**src/rtl/dtcm_ctrl.sv**
```systemverilog
// dtcm_ctrl: data tightly-coupled memory controller.
// Bridges the LSU command/response handshake onto a single-port synchronous
// SRAM with one-cycle read latency. At most one response is outstanding; a
// response stalled by the LSU is parked in a hold register so the SRAM read
// port is free to change underneath it.

`timescale 1ns/1ps

`ifndef XLEN
`define XLEN 32
`endif
`ifndef DTCM_ADDR_WIDTH
`define DTCM_ADDR_WIDTH 16
`endif

module dtcm_ctrl (
    input  logic                          clk,
    input  logic                          rst_n,
    // LSU command channel
    input  logic                          dtcm_cmd_valid,
    output logic                          dtcm_cmd_ready,
    input  logic                          dtcm_cmd_read,
    input  logic [`DTCM_ADDR_WIDTH-1:0]   dtcm_cmd_addr,
    input  logic [`XLEN-1:0]              dtcm_cmd_wdata,
    input  logic [`XLEN/8-1:0]            dtcm_cmd_wmask,
    // LSU response channel
    output logic                          dtcm_rsp_valid,
    input  logic                          dtcm_rsp_ready,
    output logic [`XLEN-1:0]              dtcm_rsp_rdata,
    // SRAM port
    output logic                          ram_cs,
    output logic                          ram_we,
    output logic [`DTCM_ADDR_WIDTH-3:0]   ram_addr,
    output logic [`XLEN/8-1:0]            ram_wem,
    output logic [`XLEN-1:0]              ram_din,
    input  logic [`XLEN-1:0]              ram_dout
);

    // IDLE: nothing pending. RSP: first response cycle, data straight from
    // the SRAM. HOLD: response stalled, data from the hold register.
    typedef enum logic [1:0] {
        IDLE = 2'd0,
        RSP  = 2'd1,
        HOLD = 2'd2
    } state_t;

    state_t           state_reg, state_next;
    logic             read_reg, read_next;
    logic [`XLEN-1:0] hold_reg, hold_next;
    logic             accept;

    // Byte-offset bits of the address never reach the word-addressed SRAM.
    logic [1:0] unused_addr_lsb;
    assign unused_addr_lsb = dtcm_cmd_addr[1:0];

    // State, read flag and hold register; reset discards any pending response.
    always_ff @(posedge clk or negedge rst_n) begin
        if (!rst_n) begin
            state_reg <= IDLE;
            read_reg  <= 1'b0;
            hold_reg  <= '0;
        end else begin
            state_reg <= state_next;
            read_reg  <= read_next;
            hold_reg  <= hold_next;
        end
    end

    // Next-state, handshake and SRAM drive logic.
    always_comb begin
        state_next     = state_reg;
        read_next      = read_reg;
        hold_next      = hold_reg;
        dtcm_cmd_ready = 1'b0;
        dtcm_rsp_valid = 1'b0;
        dtcm_rsp_rdata = '0;
        accept         = 1'b0;
        ram_cs         = 1'b0;
        ram_we         = 1'b0;
        ram_addr       = '0;
        ram_wem        = '0;
        ram_din        = '0;

        case (state_reg)
            IDLE: begin
                dtcm_cmd_ready = 1'b1;
            end
            RSP: begin
                dtcm_rsp_valid = 1'b1;
                dtcm_cmd_ready = dtcm_rsp_ready;
                if (read_reg) begin
                    dtcm_rsp_rdata = ram_dout;
                end
                // ram_dout is only valid this one cycle, so a stalled read
                // must be captured now.
                if (!dtcm_rsp_ready) begin
                    state_next = HOLD;
                    if (read_reg) begin
                        hold_next = ram_dout;
                    end
                end else begin
                    state_next = IDLE;
                end
            end
            HOLD: begin
                dtcm_rsp_valid = 1'b1;
                dtcm_cmd_ready = dtcm_rsp_ready;
                if (read_reg) begin
                    dtcm_rsp_rdata = hold_reg;
                end
                if (dtcm_rsp_ready) begin
                    state_next = IDLE;
                end
            end
            default: begin
                state_next = IDLE;
            end
        endcase

        // Gating with rst_n keeps the SRAM quiet while reset is held even
        // though ready reads as 1 in IDLE.
        accept = dtcm_cmd_valid & dtcm_cmd_ready & rst_n;

        // A new command always lands in RSP next cycle, even when it
        // coincides with the handshake of the previous response.
        if (accept) begin
            state_next = RSP;
            read_next  = dtcm_cmd_read;
            ram_cs     = 1'b1;
            ram_we     = ~dtcm_cmd_read;
            ram_addr   = dtcm_cmd_addr[`DTCM_ADDR_WIDTH-1:2];
            ram_wem    = dtcm_cmd_wmask & {(`XLEN/8){~dtcm_cmd_read}};
            ram_din    = dtcm_cmd_wdata;
        end
    end

endmodule
```
**config.mk**
```make
export PLATFORM = sky130hd
export DESIGN_NAME = dtcm_ctrl
export DESIGN_NICKNAME = d
export VERILOG_FILES = /design/src/rtl/dtcm_ctrl.sv
export SDC_FILE = /design/constraint.sdc
export NUM_CORES = 1
export LEC_CHECK = 0
export BUFFER_PORTS_ARGS = -buffer_cell sky130_fd_sc_hd__buf_4
export CELL_PAD_IN_SITES_DETAIL_PLACEMENT = 1
export CELL_PAD_IN_SITES_GLOBAL_PLACEMENT = 2
export CORE_ASPECT_RATIO = 1.25
export CORE_MARGIN = 4
export CORE_UTILIZATION = 22
export DETAILED_ROUTE_END_ITERATION = 8
export GPL_ROUTABILITY_DRIVEN = 0
export MAX_ROUTING_LAYER = met4
export PLACE_DENSITY_LB_ADDON = 0.1
export SYNTH_ARGS = -nofsm -noshare
export SYNTH_HDL_FRONTEND = slang
export SYNTH_SLANG_ARGS = --single-unit
```
**constraint.sdc**
```tcl
create_clock -name clk -period 6 [get_ports clk]
set_input_delay 1.2 -clock clk [delete_from_list [all_inputs] [get_ports clk]]
set_output_delay 1.2 -clock clk [all_outputs]
set_load 0.01 [all_outputs]
```
==> results of run 1 <==
## per-stage QoR
stage / instances / setup slack [ps] / hold WS, ps / util, %
2_1_floorplan: 222 / 2630 / 480 / -
3_3_place_gp: 504 / 1800 / 487 / 36.8
3_5_place_dp: 504 / 1790 / 496 / 36.8
4_1_cts: 512 / 1780 / 508 / 38.2
5_1_grt: 512 / 1630 / 525 / 38.2
6_report: 512 / 1880 / 506 / 38.2
## kinds of logic after synthesis
group / count (synthesis)
multiplexers: 33
adder cells (fa/ha/maj): 4
flip-flops: 35
buffers and inverters: 23
AND/OR/NAND/NOR: 91
AO/OA/AOI/OAI: 36
## final timing paths
path	slack, ps	end	from
worst max-delay path	1880	ram_din[9]	rst_n
worst min-delay path	510	hold_reg[31]	hold_reg[31]
worst max register to register	3730	read_reg	state_reg[0]
worst min register to register	510	hold_reg[31]	hold_reg[31]
max in group asynchronous	4760	hold_reg[24]	rst_n
min in group asynchronous	890	hold_reg[2]	rst_n
## Yosys cell counts
master,number
and2_1,46
dfrtp_1,35
nor2_1,34
mux2_2,33
a22oi_1,32
clkbuf_1,11
buf_2,4
ha_1,4
nor3b_1,4
buf_6,3
nand2_1,3
a21oi_1,2
clkbuf_2,2
inv_1,2
o21ai_0,2
and2b_1,1
clkinv_2,1
nand3b_1,1
or3_1,1
or4b_2,1
## cell type report
cell class                 instances  area [um2]  share of cell area, %
timing repair buffer             176        1320                   36.0
multi-input combinational        164        1170                   31.8
sequential                        35         876                   23.8
tap                              126         158                   4.29
clock buffer                       7         133                   3.61
inverter                           3        12.5                  0.340
clock inverter                     1        5.00                  0.136
## critical path, stage by stage
cell      delay (ps)
buf_4            400
nand2_1           90
or3_1            450
clkinv_2         390
and2_1           230
buf_4            140
## per-layer routing
metal | share of wire [%] | vias to the layer above | GRT usage, %
met5 | 0 | - | -
met4 | 0.73 | 0 | 3.16
met3 | 8.2 | 4 | 4.57
met2 | 49 | 115 | 24.0
met1 | 42 | 1059 | 16.6
li1 | - | 1083 | -
## where the power goes
| group | internal, mW | switching, mW |
|---|---|---|
| Sequential | 0.355 | 0.0588 |
| Clock | 0.153 | 0.0890 |
| Combinational | 0.307 | 0.283 |
| Total | 0.815 | 0.431 |
==> run metrics, run 1 <==
Largest register FFs=32; unrepaired setup endpoints after global routing=no; antenna diode count=0; hold violation count in the final report=0; cells taking the most area after synthesis=dfrtp_1, mux2_2, and2_1; placed cell areas=3540 um2; maximum number of pins on one net before global-route repair=50; number of buffers inserted by post-CTS setup repair=0; Synth Register Bits=35; Synth Warn #=0; antenna violations before repair=0; count of input and output buffers=~170; Pre-antenna DRT Iters=4; Resized Gates After CTS=0; Setup CP Type=in2out; die span in y=119 um; Initial Util=a little under a quarter; hold crit path type=reg2reg; vias after detailed routing=2261; Overflow after GRT=0; critical path required time=roughly 4800 ps; combinational family with the most area after synthesis=simple AND/OR/NAND/NOR gates; Arrival @ worst endpoint=about 3000 ps; global-route usage over all layers=about 14%; time the worst path needs with I/O delays and setup=4120 ps; final-report max-slew violation count=0; # rows=40; MaxCap Viol Count=0; clock network latency to the later pin of the worst-skew pair=270 ps; number of instances in the synthesized netlist=between 200 and 250; count of nets after finishing=approximately 480; Post-Synth XOR/XNOR Area=0%; power density over cell area=about 340 nW/um2; average cell area after synthesis=about 10 um2; worst relative slew slack=65.7%; initial detailed-routing violation count=79; number of buffers inserted for hold repair after clock tree synthesis=0; Remaining DRCs=0; post-route cell area=~3700 um2; number of global-route vias before repair=between 2000 and 2500; number of stages on the worst hold path=1; Clock Pin Slew Worst Setup and Hold Paths=roughly 50 ps; Max Fclk=around 0.24 GHz; cts bufs inserted=5; P&R area growth vs syn=69.9%; Tightest Pin Transition=between 500 and 600 ps; Max Buffers Root-to-Sink=2; total clock sinks=35; Simple-Gate Fraction of Synth Area=22.6%; top-level I/O count=175; post-synthesis adder-cell area fraction=under 10%; largest fanout of any net on the critical path=49; Tcrit/Tclk final=between 60% and 70%; worst clock skew=7.12 ps; sum of negative setup slack=0 ps; horizontal die dimension=96.7 um; result of the run=finished clean; net count after synthesis=approximately 320; share of the synthesized area in compound gates (AO/OA/AOI/OAI)=approximately an eighth; Filler Cells Inserted=1170; Power Total=1.25 mW; CP startpoint kind=primary input; Avg Vias per Cell=roughly 4.4; global-route wire length before repair=around 13000 um; Unique masters post-synth=20; area leader, netlist=dfrtp_1; Detail Route Antenna Nets=0; multiplexer fraction of the synthesized cell area=17.2%; mapped cell area=between 2000 and 2500 um2; peak supply drop=between 0.15 and 0.2 mV; routed len/inst=around 16 um; total leakage power=1.82 nW; final number of setup-violating endpoints=0; CTS tree=done; leading cell type in the layout, fill and taps excluded=buf_4; kind of end point of the critical path=output port; total number of H-tree levels=2; Total Die Area=around 11000 um2; highest-count cells in the layout ignoring fill and taps=buf_4, and2_1, dfrtp_1, nor2_1, mux2_2; post-detail-place hpwl=6030 um; Core Region=around 9600 um2; proportion of synthesized chip area in sequential cells=between 40% and 50%; fraction of layout instances using a drive strength above 1=between 50% and 60%; number of cells traversed by the worst register-to-register path=6; share of the synthesized area in the top cell type=just over 40%; cell at the root of the clock tree=clkbuf_16; wire length after detailed routing=8060 um
Note: power is estimated with default switching activity, not from simulation.
==> run 2, diff against run 1 <==
--- a/config.mk
+++ b/config.mk
@@ -5,12 +5,13 @@
 export SDC_FILE = /design/constraint.sdc
 export NUM_CORES = 1
 export LEC_CHECK = 0
+export ABC_AREA = 1
 export BUFFER_PORTS_ARGS = -buffer_cell sky130_fd_sc_hd__buf_4
 export CELL_PAD_IN_SITES_DETAIL_PLACEMENT = 1
 export CELL_PAD_IN_SITES_GLOBAL_PLACEMENT = 2
 export CORE_ASPECT_RATIO = 1.25
 export CORE_MARGIN = 4
-export CORE_UTILIZATION = 22
+export CORE_UTILIZATION = 19
 export DETAILED_ROUTE_END_ITERATION = 8
 export GPL_ROUTABILITY_DRIVEN = 0
 export MAX_ROUTING_LAYER = met4
==> constraint.sdc (replaced) <==
create_clock -name clk -period 4.2 [get_ports clk]
set_input_delay 0.84 -clock clk [delete_from_list [all_inputs] [get_ports clk]]
set_output_delay 0.84 -clock clk [all_outputs]
set_load 0.01 [all_outputs]
==> run metrics, run 2 <==
result of the run=finished clean (unchanged); critical path required time=3360 ps (was 4800 ps); worst relative slew slack=48.7% (was 65.7%); final-report max-slew violation count=0 (unchanged); sum of negative setup slack=0 ps (unchanged); count of nets after finishing=639 (was 478); number of global-route vias before repair=3073 (was 2424); peak supply drop=0.170 mV (was 0.150 mV); MaxCap Viol Count=0 (unchanged); cell at the root of the clock tree=clkbuf_16 (unchanged); total leakage power=2.26 nW (was 1.82 nW); Final Core Density=31.5% (was 38.2%); number of cells traversed by the worst register-to-register path=8 (was 6); Core Region=12700 um2 (was 9610 um2); die span in y=135 um (was 119 um); Total Die Area=14800 um2 (was 11500 um2); Initial Util=19.4% (was 22.5%); count of input and output buffers=172 (unchanged); Synth Register Bits=35 (unchanged); fraction of registers with async set or reset after synthesis=100% (unchanged); Synth top cells by count=nand2_1, inv_1, dfrtp_1, nand3_1, a21oi_1 (was and2_1, dfrtp_1, nor2_1, mux2_2, a22oi_1); RR Startpoint=state_reg[1] (was state_reg[0]); power density over cell area=450 nW/um2 (was 339 nW/um2); Pre-antenna DRT Iters=4 (unchanged); startpoint of the worst setup timing path=state_reg[1] (was rst_n); hold crit path type=reg2reg (unchanged); Setup CP Type=reg2out (was in2out); Arrival @ worst endpoint=2350 ps (was 2920 ps); count leader, synth=nand2_1 (was and2_1); Synth Warn #=0 (unchanged); total number of H-tree levels=2 (unchanged); net count after synthesis=480 (was 315); total clock sinks=35 (unchanged); Remaining DRCs=0 (unchanged); Detail Route Antenna Nets=0 (unchanged); antenna violations before repair=0 (unchanged); worst reg2reg path endpoint=hold_reg[26] (was read_reg); leading cell type in the layout, fill and taps excluded=buf_4 (unchanged); post-detail-place hpwl=7620 um (was 6030 um); Largest register FFs=32 (unchanged); Overflow after GRT=0 (unchanged); cells taking the most area after synthesis=dfrtp_1, nand2_1, inv_1 (was dfrtp_1, mux2_2, and2_1); largest fanout of any net on the critical path=55 (was 49); P&R area growth vs syn=62.6% (was 69.9%); time the worst path needs with I/O delays and setup=approximately 3200 ps; Max Buffers Root-to-Sink=2 (unchanged); share of the synthesized area in the top cell type=35.7% (was 40.5%); kind of end point of the critical path=output port (unchanged); clock network latency to the later pin of the worst-skew pair=280 ps (was 270 ps); Tightest Pin Transition=770 ps (was 513 ps); highest-count cells in the layout ignoring fill and taps=buf_4, nand2_1, inv_1, dfrtp_1, nand3_1 (was buf_4, and2_1, dfrtp_1, nor2_1, mux2_2); vias after detailed routing=2926 (was 2261); initial detailed-routing violation count=70 (was 79); area leader, netlist=dfrtp_1 (unchanged); number of buffers inserted by post-CTS setup repair=0 (unchanged); horizontal die dimension=110 um (was 96.7 um); global-route usage over all layers=14.3% (was 14.2%); antenna diode count=0 (unchanged); Resized Gates After CTS=0 (unchanged); final number of setup-violating endpoints=0 (unchanged); number of synthesized flops with an enable pin=0 (unchanged); top-level I/O count=175 (unchanged); unrepaired setup endpoints after global routing=no (unchanged); Critical Path End=ram_din[0] (was ram_din[9]); r2r setup slk=1740 ps (was 3730 ps); cts bufs inserted=5 (unchanged); Clock Pin Slew Worst Setup and Hold Paths=50 ps (about the same); global-route wire length before repair=16200 um (was 13200 um); Unique masters post-synth=17 (was 20); CP startpoint kind=flop (was primary input); Tcrit/Tclk final=76.0%; mapped cell area=2450 um2 (was 2160 um2); proportion of synthesized chip area in sequential cells=35.7% (was 40.5%); maximum number of pins on one net before global-route repair=56 (was 50); Avg Vias per Cell=4.09 (was 4.42); most instantiated flip-flop cell in the synthesis netlist=dfrtp_1 (unchanged); # rows=46 (was 40); average cell area after synthesis=6.34 um2 (was 9.74 um2); hold violation count in the final report=0 (unchanged); fraction of layout instances using a drive strength above 1=38.4% (was 56.2%); routed len/inst=14.3 um (was 15.7 um); number of instances in the synthesized netlist=387 (was 222); wire length after detailed routing=10300 um (was 8060 um); worst clock skew=5.86 ps (was 7.12 ps); Max Fclk=0.313 GHz; CTS tree=done (unchanged); number of buffers inserted for hold repair after clock tree synthesis=0 (unchanged)
-- run 2: cell count changes in the layout (fill, tap and decap cells not counted), moves of 7 or more --
| cell | change |
|---|---|
| and2_1 | -46 |
| a22oi_1 | -32 |
| nand2_1 | +138 |
| a21oi_1 | +30 |
| nand3_1 | +33 |
| nor2_1 | -7 |
| mux2_2 | -33 |
| nor2_2 | +20 |
| inv_1 | +57 |
-- run 2: layout make-up --
cell class / instances / area [um2]
repair buffers: 178 / 1340
clock inverters: 2 / 12.5
multi-input cells: 266 / 1200
flip-flops and latches: 35 / 876
fillers: 1624 / 8670
inverters: 60 / 225
well taps: 168 / 210
clock buffers: 6 / 129
-- run 2: how the worst min path moves through the flow --
| stage | startpoint | endpoint | depth (start not counted) | slack, ps |
|---|---|---|---|---|
| after detailed placement | hold_reg[30] | hold_reg[30] | 2 | 460 |
| after floorplan | hold_reg[0] | hold_reg[0] | 2 | 440 |
| after global placement | hold_reg[20] | hold_reg[20] | 2 | 450 |
| final | hold_reg[21] | hold_reg[21] | 2 | 470 |
| after global routing | hold_reg[22] | hold_reg[22] | 2 | 480 |
| after CTS | hold_reg[30] | hold_reg[30] | 2 | 470 |
-- run 2: logic make-up after synthesis --
logic type                 after synthesis  synth area share [%]
AOI/OAI and AO/OA                       32                  6.53
adders and majority gates                4                  2.04
buffers and inverters                   86                  15.4
DFF                                     35                  35.7
and+or+nand+nor                        230                  40.3
-- run 2: power breakdown --
group / internal [mW] / switching (mW) / leakage [nW]
logic: 0.327 / 0.538 / 1.75
registers: 0.487 / 0.0772 / 0.441
clock network: 0.219 / 0.145 / 0.0669
total: 1.03 / 0.760 / 2.26
-- run 2: per-stage QoR --
step	std cells	hold slack [ps]	setup slack, ps	area, um2	power, mW
5_1_grt	715	482	773	3990	1.97
6_report	715	466	1010	3990	1.79
3_3_place_gp	707	453	1100	3850	1.45
3_5_place_dp	707	459	1060	3850	1.47
2_1_floorplan	387	442	1920	2450	1.09
4_1_cts	715	473	893	3990	1.85
-- run 2: critical path, cell delays in order, from the launching register on --
cell and delay, ps:
dfrtp_1 400, inv_1 80, ha_1 320, nand2_1 80, nand2_2 100, nand3_4 530, nor2_1 380, buf_4 180
-- run 2: per-layer routing --
layer,routed length (um),track usage [%],vias up
met5,0,-,-
met4,95,3.12,0
met3,980,4.93,8
met2,5070,24.1,114
met1,4110,16.5,1332
li1,-,-,1472
==> run 3, diff against run 2 <==
==> constraint.sdc (replaced) <==
create_clock -name clk -period 3.05 [get_ports clk]
set_input_delay 0.61 -clock clk [delete_from_list [all_inputs] [get_ports clk]]
set_output_delay 0.61 -clock clk [all_outputs]
set_load 0.01 [all_outputs]
==> run metrics, run 3 (synthesis gave the netlist of run 2 again) <==
time the worst path needs with I/O delays and setup=~2900 ps; Detail Route Antenna Nets=0 (unchanged); Arrival @ worst endpoint=2240 ps (was 2350 ps); Overflow after GRT=0 (unchanged); hold violation count in the final report=0 (unchanged); leading cell type in the layout, fill and taps excluded=buf_4 (unchanged); horizontal die dimension=110 um (unchanged); worst clock skew=2.71 ps (was 5.86 ps); P&R area growth vs syn=64.1% (was 62.6%); routed len/inst=14.4 um (was 14.3 um); Power Total=2.50 mW (was 1.79 mW); total leakage power=2.28 nW (was 2.26 nW); result of the run=finished clean (unchanged); highest-count cells in the layout ignoring fill and taps=buf_4, nand2_1, inv_1, dfrtp_1, nand3_1 (unchanged); hold crit path type=in2async (was reg2reg); Largest register FFs=32 (unchanged); CP startpoint kind=flop (unchanged); initial detailed-routing violation count=81 (was 70); PnR worst setup slack=195 ps (was 1010 ps); Max Buffers Root-to-Sink=2 (unchanged); Tcrit/Tclk final=between 90 and 100%; # rows=46 (unchanged); Total Die Area=14800 um2 (unchanged); power density over cell area=621 nW/um2 (was 450 nW/um2); largest fanout of any net on the critical path=45 (was 55); total clock sinks=35 (unchanged); Worst path slowest cell=dfrtp_1 (was nand3_4); number of buffers inserted for hold repair after clock tree synthesis=0 (unchanged); Max Fclk=0.350 GHz; fraction of layout instances using a drive strength above 1=38.9% (was 38.4%); global-route wire length before repair=16300 um (was 16200 um); sum of negative setup slack=0 ps (unchanged); antenna violations before repair=0 (unchanged); maximum number of pins on one net before global-route repair=46 (was 56); global-route usage over all layers=14.5% (was 14.3%); antenna diode count=0 (unchanged); Critical path buffers and inverters=3 (was 2); Setup Slack @ Placement=447 ps (was 1060 ps); Initial Util=19.4% (unchanged); vias after detailed routing=2988 (was 2926); kind of end point of the critical path=output port (unchanged); final-report max-slew violation count=0 (unchanged); placed cell areas=3880 um2 (was 3850 um2); worst stage delay on the critical path=400 ps (was 530 ps); Clock Pin Slew Worst Setup and Hold Paths=60 ps (was 50 ps); Tightest Pin Transition=694 ps (was 770 ps); cts bufs inserted=5 (unchanged); Pre-antenna DRT Iters=4 (unchanged); number of buffers inserted by post-CTS setup repair=0 (unchanged); peak supply drop=0.278 mV (was 0.170 mV); cell at the root of the clock tree=clkbuf_16 (unchanged); Remaining DRCs=0 (unchanged); Setup CP Type=reg2out (unchanged); Resized Gates After CTS=0 (unchanged); crit-path cells=inv_1, ha_1, nand2_1, nand2_2, nand3_4, buf_4, nor2_2, buf_4 (was inv_1, ha_1, nand2_1, nand2_2, nand3_4, nor2_1, buf_4); Core Region=12700 um2 (unchanged); family of cells with the greatest summed delay on the critical path=simple AND/OR/NAND/NOR gates (unchanged); Avg Vias per Cell=4.15 (was 4.09); final number of setup-violating endpoints=0 (unchanged); unrepaired setup endpoints after global routing=no (unchanged); worst relative slew slack=53.6% (was 48.7%); hold_ws=405 ps (was 466 ps); cell mode on critical path=buf_4; count of input and output buffers=172 (unchanged); count of nets after finishing=644 (was 639); MaxCap Viol Count=0 (unchanged); CTS tree=done (unchanged); die span in y=135 um (unchanged); post-route cell area=4030 um2 (was 3990 um2); wire length after detailed routing=10400 um (was 10300 um); clock network latency to the later pin of the worst-skew pair=270 ps (was 280 ps); post-detail-place hpwl=7840 um (was 7620 um); critical path required time=2440 ps (was 3360 ps); number of global-route vias before repair=3229 (was 3073); total number of H-tree levels=2 (unchanged); top-level I/O count=175 (unchanged)
## run 3: cell types whose count changed in the layout (fill, tap and decap cells not counted)
cell | previous run | this run
buf_4 | 178 | 183
## run 3: final timing paths
path | startpoint | to | slack [ps] | cells past startpoint
max in group asynchronous | rst_n | hold_reg[19] | 2310 | 2
worst min register to register | hold_reg[20] | hold_reg[20] | 470 | 2
min in group clk | hold_reg[20] | hold_reg[20] | 470 | 2
worst max-delay path | state_reg[1] | ram_din[23] | 200 | 8
worst min-delay path | rst_n | read_reg | 400 | 2
worst max register to register | state_reg[1] | hold_reg[4] | 740 | 8
## run 3: per-layer routing
metal,wire (um),track usage [%],up-vias
li1,-,-,1481
met1,4000,16.3,1384
met2,5460,25.7,115
met5,0,-,-
met4,94,2.91,0
met3,790,3.73,8
## run 3: cell type report
type                    instances  area [um2]
well taps                     168         210
repair buffers                183        1370
fillers                      1628        8640
inverters                      60         225
multi-input cells             266        1200
flip-flops and latches         35         876
clock inverters                 2        12.5
clock buffers                   6         129
## run 3: power breakdown
part | switching (mW) | internal [mW] | leakage, nW
Clock | 0.195 | 0.301 | 0.0669
Combinational | 0.754 | 0.470 | 1.77
Sequential | 0.107 | 0.670 | 0.441
Total | 1.06 | 1.44 | 2.28
## run 3: through the flow
step,instances,utilization [%]
6_report,720,31.8
5_1_grt,720,31.8
4_1_cts,720,31.8
3_5_place_dp,712,30.7
3_3_place_gp,712,30.7
2_1_floorplan,387,-
## run 3: worst reg2reg max path, stage by stage (launching register included)
cell and delay [ps]:
dfrtp_1 420, inv_1 100, ha_1 170, buf_4 270, inv_2 80, nor2_4 360
nand2_2 530, nand2_1 200, nand2_1 70
